File: src/rtl/reaction_display.sv
// Reaction-game display back end: best-score tracking, sequential binary-to-BCD
// conversion and a multiplexed 6-digit common-anode 7-segment driver.
module reaction_display #(
    parameter int unsigned SCAN_W   = 16,
    parameter logic [18:0] NO_SCORE = 19'h7FFFF
) (
    input  logic        i_clk,
    input  logic        i_rst,
    input  logic [18:0] i_measured,
    input  logic [2:0]  i_dst,
    input  logic        i_show_best,
    output logic [6:0]  o_seg,
    output logic [5:0]  o_an,
    output logic [18:0] o_best,
    output logic        o_busy
);

    localparam int unsigned VAL_W = 19;
    localparam int unsigned DIG_N = 6;
    localparam int unsigned BCD_W = 4 * DIG_N;
    localparam int unsigned CNT_W = 5;
    localparam int unsigned IDX_W = 3;

    localparam logic [CNT_W-1:0] LAST_CNT   = CNT_W'(VAL_W);
    localparam logic [IDX_W-1:0] LAST_IDX   = IDX_W'(DIG_N - 1);
    localparam logic [2:0]       DST_WAIT   = 3'b001;
    localparam logic [2:0]       DST_LIT    = 3'b010;
    localparam logic [2:0]       DST_EARLY  = 3'b011;
    localparam logic [2:0]       DST_FINISH = 3'b110;
    localparam logic [6:0]       SEG_DASH   = 7'b0111111;
    localparam logic [6:0]       SEG_BLANK  = 7'b1111111;

    typedef enum logic {
        S_IDLE,
        S_CONV
    } state_t;

    state_t              state_q, state_d;
    logic [VAL_W-1:0]    best_q, best_d;
    logic [VAL_W-1:0]    last_q, last_d;
    logic [VAL_W-1:0]    shift_q, shift_d;
    logic [BCD_W-1:0]    bcd_q, bcd_d;
    logic [BCD_W-1:0]    bcd_adj;
    logic [CNT_W-1:0]    cnt_q, cnt_d;
    logic                busy_q, busy_d;
    logic                pend_q, pend_d;
    logic [VAL_W-1:0]    src_q, src_d;
    logic [BCD_W-1:0]    digits_q, digits_d;
    logic [VAL_W-1:0]    dval_q, dval_d;
    logic [2:0]          prev_dst_q;
    logic                prev_sb_q;
    logic [SCAN_W-1:0]   presc_q;
    logic [IDX_W-1:0]    idx_q, idx_d;
    logic [5:0]          an_q, an_d;
    logic [6:0]          seg_q, seg_d;
    logic [DIG_N-1:0]    blank_v;
    logic [3:0]          digit_sel;
    logic                fin_ev;
    logic                tog_ev;
    logic [VAL_W-1:0]    src_val;

    function automatic logic [6:0] seg_decode(input logic [3:0] d);
        case (d)
            4'd0:    seg_decode = 7'b1000000;
            4'd1:    seg_decode = 7'b1111001;
            4'd2:    seg_decode = 7'b0100100;
            4'd3:    seg_decode = 7'b0110000;
            4'd4:    seg_decode = 7'b0011001;
            4'd5:    seg_decode = 7'b0010010;
            4'd6:    seg_decode = 7'b0000010;
            4'd7:    seg_decode = 7'b1111000;
            4'd8:    seg_decode = 7'b0000000;
            4'd9:    seg_decode = 7'b0010000;
            default: seg_decode = SEG_BLANK;
        endcase
    endfunction

    // Score bookkeeping; the fresh measurement is forwarded so a finish cycle converts it directly.
    assign fin_ev  = (i_dst == DST_FINISH) && (prev_dst_q != DST_FINISH);
    assign tog_ev  = (i_show_best != prev_sb_q);
    assign best_d  = (fin_ev && (i_measured < best_q)) ? i_measured : best_q;
    assign last_d  = fin_ev ? i_measured : last_q;
    assign src_val = i_show_best ? best_d : last_d;

    // Double-dabble add-3 correction on every BCD nibble.
    always_comb begin
        bcd_adj = bcd_q;
        for (int k = 0; k < int'(DIG_N); k++) begin
            if (bcd_q[k*4 +: 4] >= 4'd5) begin
                bcd_adj[k*4 +: 4] = bcd_q[k*4 +: 4] + 4'd3;
            end
        end
    end

    // Conversion FSM: a finish event restarts at once, a show-best toggle waits its turn.
    always_comb begin
        state_d  = state_q;
        shift_d  = shift_q;
        bcd_d    = bcd_q;
        cnt_d    = cnt_q;
        busy_d   = busy_q;
        pend_d   = pend_q;
        src_d    = src_q;
        digits_d = digits_q;
        dval_d   = dval_q;
        if (fin_ev || (state_q == S_IDLE && (tog_ev || pend_q))) begin
            state_d = S_CONV;
            shift_d = src_val;
            bcd_d   = '0;
            cnt_d   = '0;
            busy_d  = 1'b1;
            pend_d  = 1'b0;
            src_d   = src_val;
        end else if (state_q == S_CONV) begin
            if (tog_ev) begin
                pend_d = 1'b1;
            end
            if (cnt_q == LAST_CNT) begin
                digits_d = bcd_q;
                dval_d   = src_q;
                busy_d   = 1'b0;
                state_d  = S_IDLE;
            end else begin
                bcd_d   = {bcd_adj[BCD_W-2:0], shift_q[VAL_W-1]};
                shift_d = {shift_q[VAL_W-2:0], 1'b0};
                cnt_d   = cnt_q + CNT_W'(1);
            end
        end
    end

    // Leading-zero blanking mask, scanned from the most significant digit down.
    always_comb begin : blank_calc
        logic nz;
        nz      = 1'b0;
        blank_v = '0;
        for (int k = int'(DIG_N) - 1; k >= 0; k--) begin
            nz         = nz | (digits_q[k*4 +: 4] != 4'd0);
            blank_v[k] = ~nz && (k != 0);
        end
    end

    // Digit scan and segment pattern selection.
    always_comb begin
        idx_d     = idx_q;
        digit_sel = digits_q[{idx_q, 2'b00} +: 4];
        an_d      = ~(6'(1) << idx_q);
        if (&presc_q) begin
            idx_d = (idx_q == LAST_IDX) ? '0 : idx_q + IDX_W'(1);
        end
        if (i_dst == DST_EARLY) begin
            seg_d = SEG_DASH;
        end else if (dval_q == NO_SCORE) begin
            seg_d = SEG_DASH;
        end else if (i_dst == DST_WAIT || i_dst == DST_LIT) begin
            seg_d = SEG_BLANK;
        end else if (blank_v[idx_q]) begin
            seg_d = SEG_BLANK;
        end else begin
            seg_d = seg_decode(digit_sel);
        end
    end

    always_ff @(posedge i_clk) begin
        if (i_rst) begin
            state_q    <= S_IDLE;
            best_q     <= NO_SCORE;
            last_q     <= NO_SCORE;
            shift_q    <= '0;
            bcd_q      <= '0;
            cnt_q      <= '0;
            busy_q     <= 1'b0;
            pend_q     <= 1'b0;
            src_q      <= NO_SCORE;
            digits_q   <= '0;
            dval_q     <= NO_SCORE;
            prev_dst_q <= 3'b000;
            prev_sb_q  <= 1'b0;
            presc_q    <= '0;
            idx_q      <= '0;
            an_q       <= 6'b111110;
            seg_q      <= SEG_BLANK;
        end else begin
            state_q    <= state_d;
            best_q     <= best_d;
            last_q     <= last_d;
            shift_q    <= shift_d;
            bcd_q      <= bcd_d;
            cnt_q      <= cnt_d;
            busy_q     <= busy_d;
            pend_q     <= pend_d;
            src_q      <= src_d;
            digits_q   <= digits_d;
            dval_q     <= dval_d;
            prev_dst_q <= i_dst;
            prev_sb_q  <= i_show_best;
            presc_q    <= presc_q + SCAN_W'(1);
            idx_q      <= idx_d;
            an_q       <= an_d;
            seg_q      <= seg_d;
        end
    end

    assign o_seg  = seg_q;
    assign o_an   = an_q;
    assign o_best = best_q;
    assign o_busy = busy_q;

endmodule
File: config.mk
export PLATFORM = sky130hd
export DESIGN_NAME = reaction_display
export DESIGN_NICKNAME = d
export VERILOG_FILES = /design/src/rtl/reaction_display.sv
export SDC_FILE = /design/constraint.sdc
export NUM_CORES = 1
export LEC_CHECK = 0
export CORE_MARGIN = 1
export CORE_UTILIZATION = 58
export CTS_CLUSTER_SIZE = 25
export DETAILED_ROUTE_END_ITERATION = 6
export HOLD_SLACK_MARGIN = 0.02
export PLACE_DENSITY = 0.78
export RECOVER_POWER = 25
export SLEW_MARGIN = 0
export SYNTH_ARGS = -nofsm -noshare
export SYNTH_HDL_FRONTEND = slang
export SYNTH_SLANG_ARGS = --single-unit
File: constraint.sdc
create_clock -name i_clk -period 2.83 [get_ports i_clk]
set_input_delay 0.566 -clock i_clk [delete_from_list [all_inputs] [get_ports i_clk]]
set_output_delay 0.566 -clock i_clk [all_outputs]
set_load 0.01 [all_outputs]
==> results of run 1 <==
==> power breakdown <==
group,internal [mW],switching (mW)
clock,1.63,0.958
sequential,2.76,0.0780
combinational,0.322,0.448
total,4.71,1.48
==> worst register-to-register path, stage by stage (launching register included) <==
cell and delay, ps:
dfxtp_1 640, mux2i_1 240, nor2_1 50, o22ai_1 210
and2_1 250, inv_1 100, ha_1 220, o211ai_1 120
nand3_1 110, mux2i_1 200, a31oi_1 100
==> area by class of cell <==
type,count,area share (%)
clock inverters,7,1.546
repair buffers,107,9.823
flip-flops and latches,187,35.58
clock buffers,23,4.543
well taps,188,2.236
inverters,43,1.534
multi-input cells,789,44.74
==> worst paths after layout <==
path	from	end	cells past startpoint
worst min-delay path	presc_q[0]$_SDFF_PP0_	presc_q[0]$_SDFF_PP0_	1
worst min register to register	presc_q[0]$_SDFF_PP0_	presc_q[0]$_SDFF_PP0_	1
worst max register to register	idx_q[1]$_SDFFE_PP0P_	o_seg[6]$_SDFF_PP1_	10
worst max-delay path	i_dst[1]	src_q[14]$_SDFFE_PP1N_	8
==> layout by cell type, fill, tap and decap left out, drive strengths merged, types with 15 or more instances in the layout <==
cell type and instances:
a31oi 20, a211oi 44, o21ai 102, nand4 18
mux2i 29, clkbuf 26, dlygate4sd3 15, buf 48
a21oi 98, clkdlybuf4s50 41, nor2 73, ha 38
inv 43, nand2 182, nor4 24, nand3 72
dfxtp 187
==> sequential cells by signal (all words and copies together) (netlist names) <==
| register | flops |
|---|---|
| last_q | 19 |
| digits_q | 24 |
| idx_q | 3 |
| o_best | 19 |
| src_q | 19 |
| bcd_q | 24 |
| dval_q | 19 |
| shift_q | 19 |
| pend_q | 1 |
| cnt_q | 5 |
| o_seg | 7 |
| prev_dst_q | 3 |
| presc_q | 16 |
| o_busy | 1 |
| prev_sb_q | 1 |
| o_an | 6 |
| state_q | 1 |
==> routing by layer <==
layer  global-route usage (%)  routed length, um  vias to the layer above
li1                         -                  -                     3919
met5                        0                  0                        -
met2                    45.53               9915                      215
met3                    4.892                888                       40
met4                    10.49                380                        0
met1                    33.22               9145                     3663
==> per-stage QoR <==
stage	util [%]	setup TNS [ps]	hold slack, ps	worst slack (ps)
after floorplan	-	0	413.2	627.5
after global placement	65.39	0	424.1	56.18
after detailed placement	65.39	-45.11	432.5	-41.34
after CTS	69.62	0	389.3	375.1
after global routing	69.47	0	453.1	218.8
final	69.47	0	443.2	337.9
==> cell families after synthesis <==
group                      after synthesis  share of synthesized area (%)
AOI/OAI and AO/OA                      280                          19.56
xor gates and xnor gates                25                          2.440
adders and majority gates               38                          5.298
buffers and inverters                  117                          5.841
DFF                                    187                          41.71
muxes                                   31                          3.611
and+or+nand+nor                        415                          21.54
==> flow_metrics.env, run 1 <==
export IMPL_drtAntennaViolNets=0
export IMPL_cp_start_kind="primary input"
export IMPL_grt_pass1_vias=7521
export IMPL_yosysTopAreaCell="dfxtp_1"
export IMPL_initial_core_util_pct=59.26
export IMPL_worst_path_buf_inv=2
export IMPL_vias=7837
export IMPL_chipHeight_um=126.4
export IMPL_critPathRequiredTime_ps=3120
export IMPL_avgRoutedWirePerCell_um=15.13
export IMPL_track_usage_pct=26.61
export IMPL_io_pins=58
export IMPL_holdCritPathClass="reg -> reg"
export IMPL_endpoint_kind="register"
export IMPL_critical_path_class="in -> reg"
export IMPL_io_buffers=57
export IMPL_num_antenna_cells=0
export IMPL_drive_gt1_share_pct=10.38
export IMPL_first_pass_iters=5
export IMPL_dieWidth_um=126.4
export IMPL_cts_buffer_depth=2
export IMPL_rsz0062_at_grt="false"
export IMPL_clk_insertion_delay_late_ps=420
export IMPL_synth_distinct_cells=59
export IMPL_nFillCells=1211
export IMPL_drt_iter0_drc=563
export IMPL_syn_avg_cell_area_sq_um=8.211
export IMPL_violations="max-capacitance violations, max-slew violations"
export IMPL_period_needed_ps=2492
export IMPL_grt_pass1_wl_um=34940
export IMPL_cts_resized_gates=0
export IMPL_slowest_stage="dlygate4sd3_1"
export IMPL_routabilityCongestion=0.8449
export IMPL_drc=0
export IMPL_ys_seq_area_share_pct=41.71
export IMPL_tightestPinTransition_ps=1882
export IMPL_critPathMaxStageDelay_ps=640
export IMPL_cp_cell_sequence="dlygate4sd3_1, nand3b_1, nor2_8, buf_12, mux2i_1, a211oi_2, a31oi_1, o21ai_1"
export IMPL_die_area_sq_um=15980
export IMPL_p_leak_nw=4.000
export IMPL_crit_fanout=14
export IMPL_final_area_sq_um=10520
export IMPL_drv_slew=45
export IMPL_layout_nets=1208
export IMPL_htree_num_levels=4
export IMPL_synth_seq_cells=187
export IMPL_ir_drop_uv=456.1
export IMPL_synth_edf_count=0
export IMPL_area_growth_pct=17.23
export IMPL_maxSlewHeadroom_pct=-25.46
export IMPL_maxCapViolations=1
export IMPL_stdcell_count=1344
export IMPL_ys_top_cells_by_area="dfxtp_1 (42%), nand2_1 (7.6%), a21oi_1 (5.5%), ha_1 (5.3%), o21ai_0 (4.6%)"
export IMPL_outcome="complete, but fails checks"
export IMPL_synth_nets=1156
export IMPL_post_cts_buffers=0
export IMPL_async_reset_ff_share_pct=0
export IMPL_fin_crit_sh_pct=88.06
export IMPL_grt_max_degree=79
export IMPL_core_area_sq_um=15150
export IMPL_wirelength_um=20330
export IMPL_power_mw=6.191
export IMPL_seq_area_sq_um=3744
export IMPL_ys_warn_count=0
export IMPL_netlist_area_sq_um=8975
export IMPL_ys_flop_type="dfxtp_1"
export IMPL_finalHoldViolCount=0
export IMPL_ctsHoldBuffers=0
export IMPL_rows=45
export IMPL_ys_top_cells_by_count="dfxtp_1 (187), nand2_1 (181), a21oi_1 (98)"
export IMPL_cp_arrival_ps=2780
export IMPL_fin_skew_ps=13.96
export IMPL_cts_root_buffer="clkbuf_16"
export IMPL_cts_sinks=187
export IMPL_overflow=0
export IMPL_antenna_found_initial=0
export IMPL_dp_hpwl_um=13500
export IMPL_cts_made_buffers=17
export IMPL_setup_viol=0
export IMPL_cts_tree="done"
export IMPL_critPathTopFamily="buffers and inverters"
export IMPL_multi_input_area_sq_um=4707
export IMPL_dpl_cell_count=1314
export IMPL_post_dp_cell_area_sq_um=9903
export IMPL_pwr_density_cell_nw_per_um2=588.4
export IMPL_syn_inst=1093
export IMPL_via_per_inst=5.831
export IMPL_synth_most_common_cell="dfxtp_1"
export IMPL_rrSetupSlack_ps=470
export IMPL_fmaxAchievable_ghz=0.4013
export IMPL_path_clk_slew_ps=60
export IMPL_netlist_area_leader_share_pct=41.71
Power figures use the tool's default switching activity.
==> run 2: changes to the inputs <==
- CORE_UTILIZATION: 58 -> 50
- PLACE_DENSITY: 0.78 -> 0.69
- TNS_END_PERCENT: not set -> 1
==> run 2 against run 1 <==
The run still ends with max-capacitance violations, max-slew violations left. Critical path depth decreased by 3. Combinational power increased by 2%. Utilization decreased by 8.8 points. Worst setup slack got worse by 16 ps. Global-route usage decreased by 3.5 points. Largest cell class unchanged. Largest power group unchanged.
==> flow_metrics.env, run 2 (synthesis results as in run 1) <==
export IMPL_stdcell_count=1382
export IMPL_holdCritPathClass="reg -> reg"
export IMPL_dpl_cell_count=1351
export IMPL_worstSetupPathDepth=5
export IMPL_slowest_stage="clkbuf_1"
export IMPL_cp_arrival_ps=2760
export IMPL_layout_nets=1208
export IMPL_timing_rr_start="idx_q[1]$_SDFFE_PP0P_"
export IMPL_drc=0
export IMPL_io_buffers=57
export IMPL_crit_fanout=78
export IMPL_cts_made_buffers=17
export IMPL_tightestPinTransition_ps=1625
export IMPL_dieWidth_um=136.0
export IMPL_critPathMaxStageDelay_ps=1150
export IMPL_core_area_sq_um=17420
export IMPL_initial_core_util_pct=51.53
export IMPL_avgRoutedWirePerCell_um=14.85
export IMPL_io_pins=58
export IMPL_wirelength_um=20520
export IMPL_antenna_found_initial=0
export IMPL_vias=7731
export IMPL_overflow=0
export IMPL_r2r_cells=10
export IMPL_maxSlewHeadroom_pct=-8.363
export IMPL_cts_sinks=187
export IMPL_setup_ws_ps=322.4
export IMPL_ir_drop_uv=533.7
export IMPL_final_common_cell="dfxtp_1"
export IMPL_drv_slew=34
export IMPL_cp_endpoint="shift_q[0]$_SDFFE_PP0P_"
export IMPL_post_cts_buffers=0
export IMPL_dp_hpwl_um=13780
export IMPL_fin_skew_ps=8.938
export IMPL_violations="max-capacitance violations, max-slew violations"
export IMPL_final_cell_mix="dfxtp_1 (187), nand2_1 (181), a21oi_1 (98), o21ai_0 (82), nand3_1 (72)"
export IMPL_ctsHoldBuffers=0
export IMPL_drtAntennaViolNets=0
export IMPL_path_clk_slew_ps=60
export IMPL_fin_crit_sh_pct=88.61
export IMPL_critical_path_class="in -> reg"
export IMPL_cts_resized_gates=0
export IMPL_drt_iter0_drc=426
export IMPL_power_mw=6.171
export IMPL_rows=48
export IMPL_grt_max_degree=79
export IMPL_critPathTopFamily="buffers and inverters"
export IMPL_grt_pass1_wl_um=34460
export IMPL_setup_viol=0
export IMPL_post_place_ws_ps=-46.24
export IMPL_cts_buffer_depth=2
export IMPL_htree_num_levels=4
export IMPL_area_growth_pct=17.79
export IMPL_reg_top3="bcd_q (24), digits_q (24)"
export IMPL_crit_start="i_rst"
export IMPL_first_pass_iters=5
export IMPL_rsz0062_at_grt="false"
export IMPL_drive_gt1_share_pct=10.80
export IMPL_cts_root_buffer="clkbuf_16"
export IMPL_finalHoldViolCount=0
export IMPL_routabilityCongestion=0.8603
export IMPL_fmaxAchievable_ghz=0.3988
export IMPL_nFillCells=1545
export IMPL_rrSetupSlack_ps=470
export IMPL_num_antenna_cells=0
export IMPL_grt_pass1_vias=7053
export IMPL_period_needed_ps=2508
export IMPL_outcome="complete, but fails checks"
export IMPL_via_per_inst=5.594
export IMPL_cp_start_kind="primary input"
export IMPL_chipHeight_um=136.0
export IMPL_cp_cell_sequence="clkbuf_1, inv_2, clkbuf_4, nand4_1, o31ai_2"
export IMPL_pwr_density_cell_nw_per_um2=583.8
export IMPL_endpoint_kind="register"
export IMPL_track_usage_pct=23.11
export IMPL_maxCapViolations=1
export IMPL_cts_tree="done"
export IMPL_p_leak_nw=3.998
export IMPL_fin_hold_ws_ps=450.4
export IMPL_clk_insertion_delay_late_ps=430
export IMPL_critPathRequiredTime_ps=3080
export IMPL_worstReg2RegEnd="o_seg[6]$_SDFF_PP1_"
export IMPL_worst_path_buf_inv=3
export IMPL_die_area_sq_um=18490
[run 2: cell count changes in the layout (fill, tap and decap cells not counted), sizes merged]
cell / before / now
buf: 48 / 45
clkinv: 1 / 3
clkinvlp: 1 / 3
bufinv: 5 / 4
clkbuf: 26 / 27
[run 2: worst min path at each step]
stage                                   from                    end  slack, ps  cells after the start
CTS                    presc_q[0]$_SDFF_PP0_  presc_q[0]$_SDFF_PP0_        450                      1
floorplan              presc_q[0]$_SDFF_PP0_  presc_q[0]$_SDFF_PP0_        410                      1
finish                 presc_q[0]$_SDFF_PP0_  presc_q[0]$_SDFF_PP0_        450                      1
detailed placement     presc_q[0]$_SDFF_PP0_  presc_q[0]$_SDFF_PP0_        440                      1
global placement       presc_q[0]$_SDFF_PP0_  presc_q[0]$_SDFF_PP0_        430                      1
global route        shift_q[18]$_SDFFE_PP0P_  bcd_q[0]$_SDFFE_PP0P_        470                      2
[run 2: cell type report]
cell class | instances | area, sq um | area share, %
clock buffer | 21 | 470.5 | 4.450
inverter | 43 | 161.4 | 1.527
sequential | 187 | 3744 | 35.41
multi-input combinational | 789 | 4722 | 44.67
timing repair buffer | 107 | 1027 | 9.717
tap | 225 | 281.5 | 2.663
clock inverter | 10 | 165.2 | 1.562
[run 2: per-layer routing]
metal	vias up	wire [um]	track usage [%]
li1	3922	-	-
met1	3586	9653	30.74
met2	201	9623	37.76
met3	22	945	4.922
met4	0	296	6.235
met5	-	0	0
[run 2: worst register-to-register path: cells and delay by family, from the launching register on]
family          cells  cell delay, ps
flops               1             610
mux                 2             480
compound gates      3             430
simple gates        3             420
fa+ha+maj           1             210
buf+inv             1              90
[run 2: report_power, final]
| part | total, mW | internal [mW] | leakage [nW] | switching [mW] |
|---|---|---|---|---|
| clock network | 2.55 | 1.55 | 0.301 | 0.999 |
| registers | 2.84 | 2.76 | 1.53 | 0.0823 |
| logic | 0.787 | 0.333 | 2.17 | 0.454 |
[run 2: metrics by stage]
step	utilization, %	cell area, sq um	setup TNS (ps)
floorplan	-	8975	0
global route	60.70	10570	0
CTS	60.92	10610	0
detailed placement	57.27	9975	-193.6
global placement	57.27	9975	0
finish	60.70	10570	0
==> run 3: changes to the inputs <==
- ABC_AREA: not set -> 1
- CELL_PAD_IN_SITES_DETAIL_PLACEMENT: not set -> 0
- CELL_PAD_IN_SITES_GLOBAL_PLACEMENT: not set -> 1
- CORE_UTILIZATION: 50 -> 43
- PLACE_DENSITY: 0.69 -> not set
- PLACE_DENSITY_LB_ADDON: not set -> 0.1
- SLEW_MARGIN: 0 -> not set
==> run 3 against run 2 <==
The run now ends clean. Clock-buffer cell count is 3 lower. Area after synthesis is 5.0% lower. Sequential power hardly changed. First-iteration DRC count is 10% lower. Clock skew is 1.3 ps higher. Critical path type unchanged. Highest routed layer unchanged.
==> flow_metrics.env, run 3 <==
export IMPL_finalHoldViolCount=0
export IMPL_final_area_sq_um=10100
export IMPL_vias=7576
export IMPL_min_path_cells=1
export IMPL_rows=51
export IMPL_rsz0062_at_grt="false"
export IMPL_area_growth_pct=18.45
export IMPL_post_cts_buffers=0
export IMPL_drc=0
export IMPL_worstReg2RegEnd="o_seg[0]$_SDFF_PP1_"
export IMPL_fin_hold_ws_ps=450.6
export IMPL_endpoint_kind="register"
export IMPL_seqPwrFrac_pct=47.6
export IMPL_r2r_cells=11
export IMPL_via_per_inst=5.064
export IMPL_p_clk_share_pct=39.9
export IMPL_p_comb_share_pct=12.5
export IMPL_num_antenna_cells=0
export IMPL_ys_seq_area_share_pct=43.92
export IMPL_synth_seq_cells=187
export IMPL_synth_nets=1225
export IMPL_post_route_util_pct=51.88
export IMPL_drt_iter0_drc=382
export IMPL_critPathMaxStageDelay_ps=820
export IMPL_initial_core_util_pct=43.80
export IMPL_ctsHoldBuffers=0
export IMPL_cts_resized_gates=0
export IMPL_cts_made_buffers=17
export IMPL_cts_sinks=187
export IMPL_syn_avg_cell_area_sq_um=7.336
export IMPL_antenna_found_initial=0
export IMPL_stdcell_count=1496
export IMPL_clk_insertion_delay_late_ps=430
export IMPL_cp_start_kind="primary input"
export IMPL_rrSetupSlack_ps=700
export IMPL_path_clk_slew_ps=70
export IMPL_drv_slew=0
export IMPL_critPathRequiredTime_ps=3150
export IMPL_slowest_stage="dlygate4sd3_1"
export IMPL_die_area_sq_um=20390
export IMPL_post_place_ws_ps=173.7
export IMPL_switching_share_pct=27.67
export IMPL_io_pins=58
export IMPL_overflow=0
export IMPL_p_int_mw=4.331
export IMPL_tightestPinTransition_ps=881.2
export IMPL_synth_distinct_cells=35
export IMPL_drive_gt1_share_pct=6.742
export IMPL_chipHeight_um=142.8
export IMPL_layout_nets=1281
export IMPL_cp_cell_sequence="dlygate4sd3_1, clkinvlp_2, clkbuf_4, o21ai_0, a21oi_1"
export IMPL_power_mw=5.988
export IMPL_wirelength_um=21260
export IMPL_post_dp_cell_area_sq_um=9524
export IMPL_dieWidth_um=142.8
export IMPL_p_sw_mw=1.657
export IMPL_synth_edf_count=0
export IMPL_htree_num_levels=4
export IMPL_crit_fanout=78
export IMPL_setup_tns_ps=0
export IMPL_final_cell_mix="nand2_1 (253), dfxtp_1 (187), inv_1 (140), nand3_1 (130), o21ai_0 (101)"
export IMPL_maxCapViolations=0
export IMPL_ys_flop_type="dfxtp_1"
export IMPL_grt_max_degree=79
export IMPL_routabilityCongestion=0.8145
export IMPL_final_common_cell="nand2_1"
export IMPL_syn_inst=1162
export IMPL_cts_root_buffer="clkbuf_16"
export IMPL_cts_buffer_depth=2
export IMPL_dp_hpwl_um=14960
export IMPL_critical_path_class="in -> reg"
export IMPL_ir_drop_uv=382.0
export IMPL_netlist_area_leader_share_pct=43.92
export IMPL_io_buffers=57
export IMPL_fin_crit_sh_pct=84.00
export IMPL_timing_rr_start="idx_q[0]$_SDFFE_PP0P_"
export IMPL_track_usage_pct=21.87
export IMPL_outcome="finished clean"
export IMPL_ys_top_cells_by_area="dfxtp_1 (44%), nand2_1 (11%), nand3_1 (7.6%), inv_1 (6.2%), o21ai_0 (5.9%)"
export IMPL_grt_pass1_wl_um=35090
export IMPL_avgRoutedWirePerCell_um=14.21
export IMPL_ys_warn_count=0
export IMPL_period_needed_ps=2377
export IMPL_setup_viol=0
export IMPL_p_leak_nw=4.483
export IMPL_ys_top_cells_by_count="nand2_1 (253), dfxtp_1 (187), inv_1 (141)"
export IMPL_cp_arrival_ps=2690
export IMPL_synth_most_common_cell="nand2_1"
export IMPL_fin_skew_ps=10.20
export IMPL_cts_tree="done"
export IMPL_core_area_sq_um=19460
export IMPL_dpl_cell_count=1464
export IMPL_netlist_area_sq_um=8524
export IMPL_async_reset_ff_share_pct=0
export IMPL_grt_pass1_vias=6881
export IMPL_setup_ws_ps=452.9
export IMPL_yosysTopAreaCell="dfxtp_1"
export IMPL_fmaxAchievable_ghz=0.4207
export IMPL_first_pass_iters=5
export IMPL_pwr_density_cell_nw_per_um2=593.0
export IMPL_reg_top3="bcd_q (24), digits_q (24)"
export IMPL_maxSlewHeadroom_pct=41.25
export IMPL_drtAntennaViolNets=0
export IMPL_min_from="presc_q[0]$_SDFF_PP0_"
export IMPL_holdCritPathClass="reg -> reg"
export IMPL_hold_path_end="presc_q[0]$_SDFF_PP0_"
## run 3: cell types whose count changed after synthesis, moves of 13 or more
cell	delta
o211ai_1	+18
nor4_1	-18
buf_2	-19
nand3_1	+58
a211oi_2	-29
a31oi_1	-15
o21ai_1	-20
nor2_1	-19
mux2i_1	-29
o21ai_0	+19
inv_1	+98
xnor2_1	-13
nand2_1	+72
## run 3: worst max path at each step
| stage | startpoint | endpoint | slack [ps] | cells after the start |
|---|---|---|---|---|
| 6_report | i_rst | shift_q[9]$_SDFFE_PP0P_ | 450 | 5 |
| 5_1_grt | i_dst[0] | shift_q[8]$_SDFFE_PP0P_ | 250 | 11 |
| 4_1_cts | i_dst[1] | shift_q[6]$_SDFFE_PP0P_ | 610 | 10 |
| 3_5_place_dp | i_measured[14] | shift_q[6]$_SDFFE_PP0P_ | 170 | 13 |
| 3_3_place_gp | i_dst[1] | src_q[5]$_SDFFE_PP1N_ | 180 | 11 |
| 2_1_floorplan | i_measured[10] | shift_q[12]$_SDFFE_PP0P_ | 720 | 11 |
## run 3: logic make-up after synthesis
group / share of synthesized area [%]
and+or+nand+nor: 24.92
adders and majority gates: 5.578
xor gates and xnor gates: 1.130
AOI/OAI and AO/OA: 15.07
DFF: 43.92
buffers and inverters: 9.379
## run 3: worst max-delay path, delay by kind of cell
kind	cells	cell delay [ps]
compound gates	2	310
buf+inv	3	1740
## run 3: power groups by stage
stage                     registers, mW  clock network [mW]  logic (mW)
after floorplan                    2.89                   0       0.467
after global placement             2.91                   0       0.756
after detailed placement           2.91                   0       0.757
after CTS                          2.85                2.45       0.763
after global routing               2.86                2.57       0.852
final                              2.85                2.39       0.751
## run 3: cell type report
cell class	instances	area, sq um
fillers	1997	9365
multi-input cells	774	3981
flip-flops and latches	187	3744
clock inverters	14	152.6
repair buffers	94	907.1
well taps	265	331.6
inverters	144	541.8
clock buffers	18	439.2
## run 3: routing by layer
metal  up-vias  global-route usage, %  share of wire [%]  wire length (um)
met5         -                      0                  0                 0
met4         0                  5.603               0.79               167
met3        10                  3.152                3.0               640
met2       126                  35.81                 46              9808
met1      3480                  30.07                 50             10650
li1       3960                      -                  -                 -
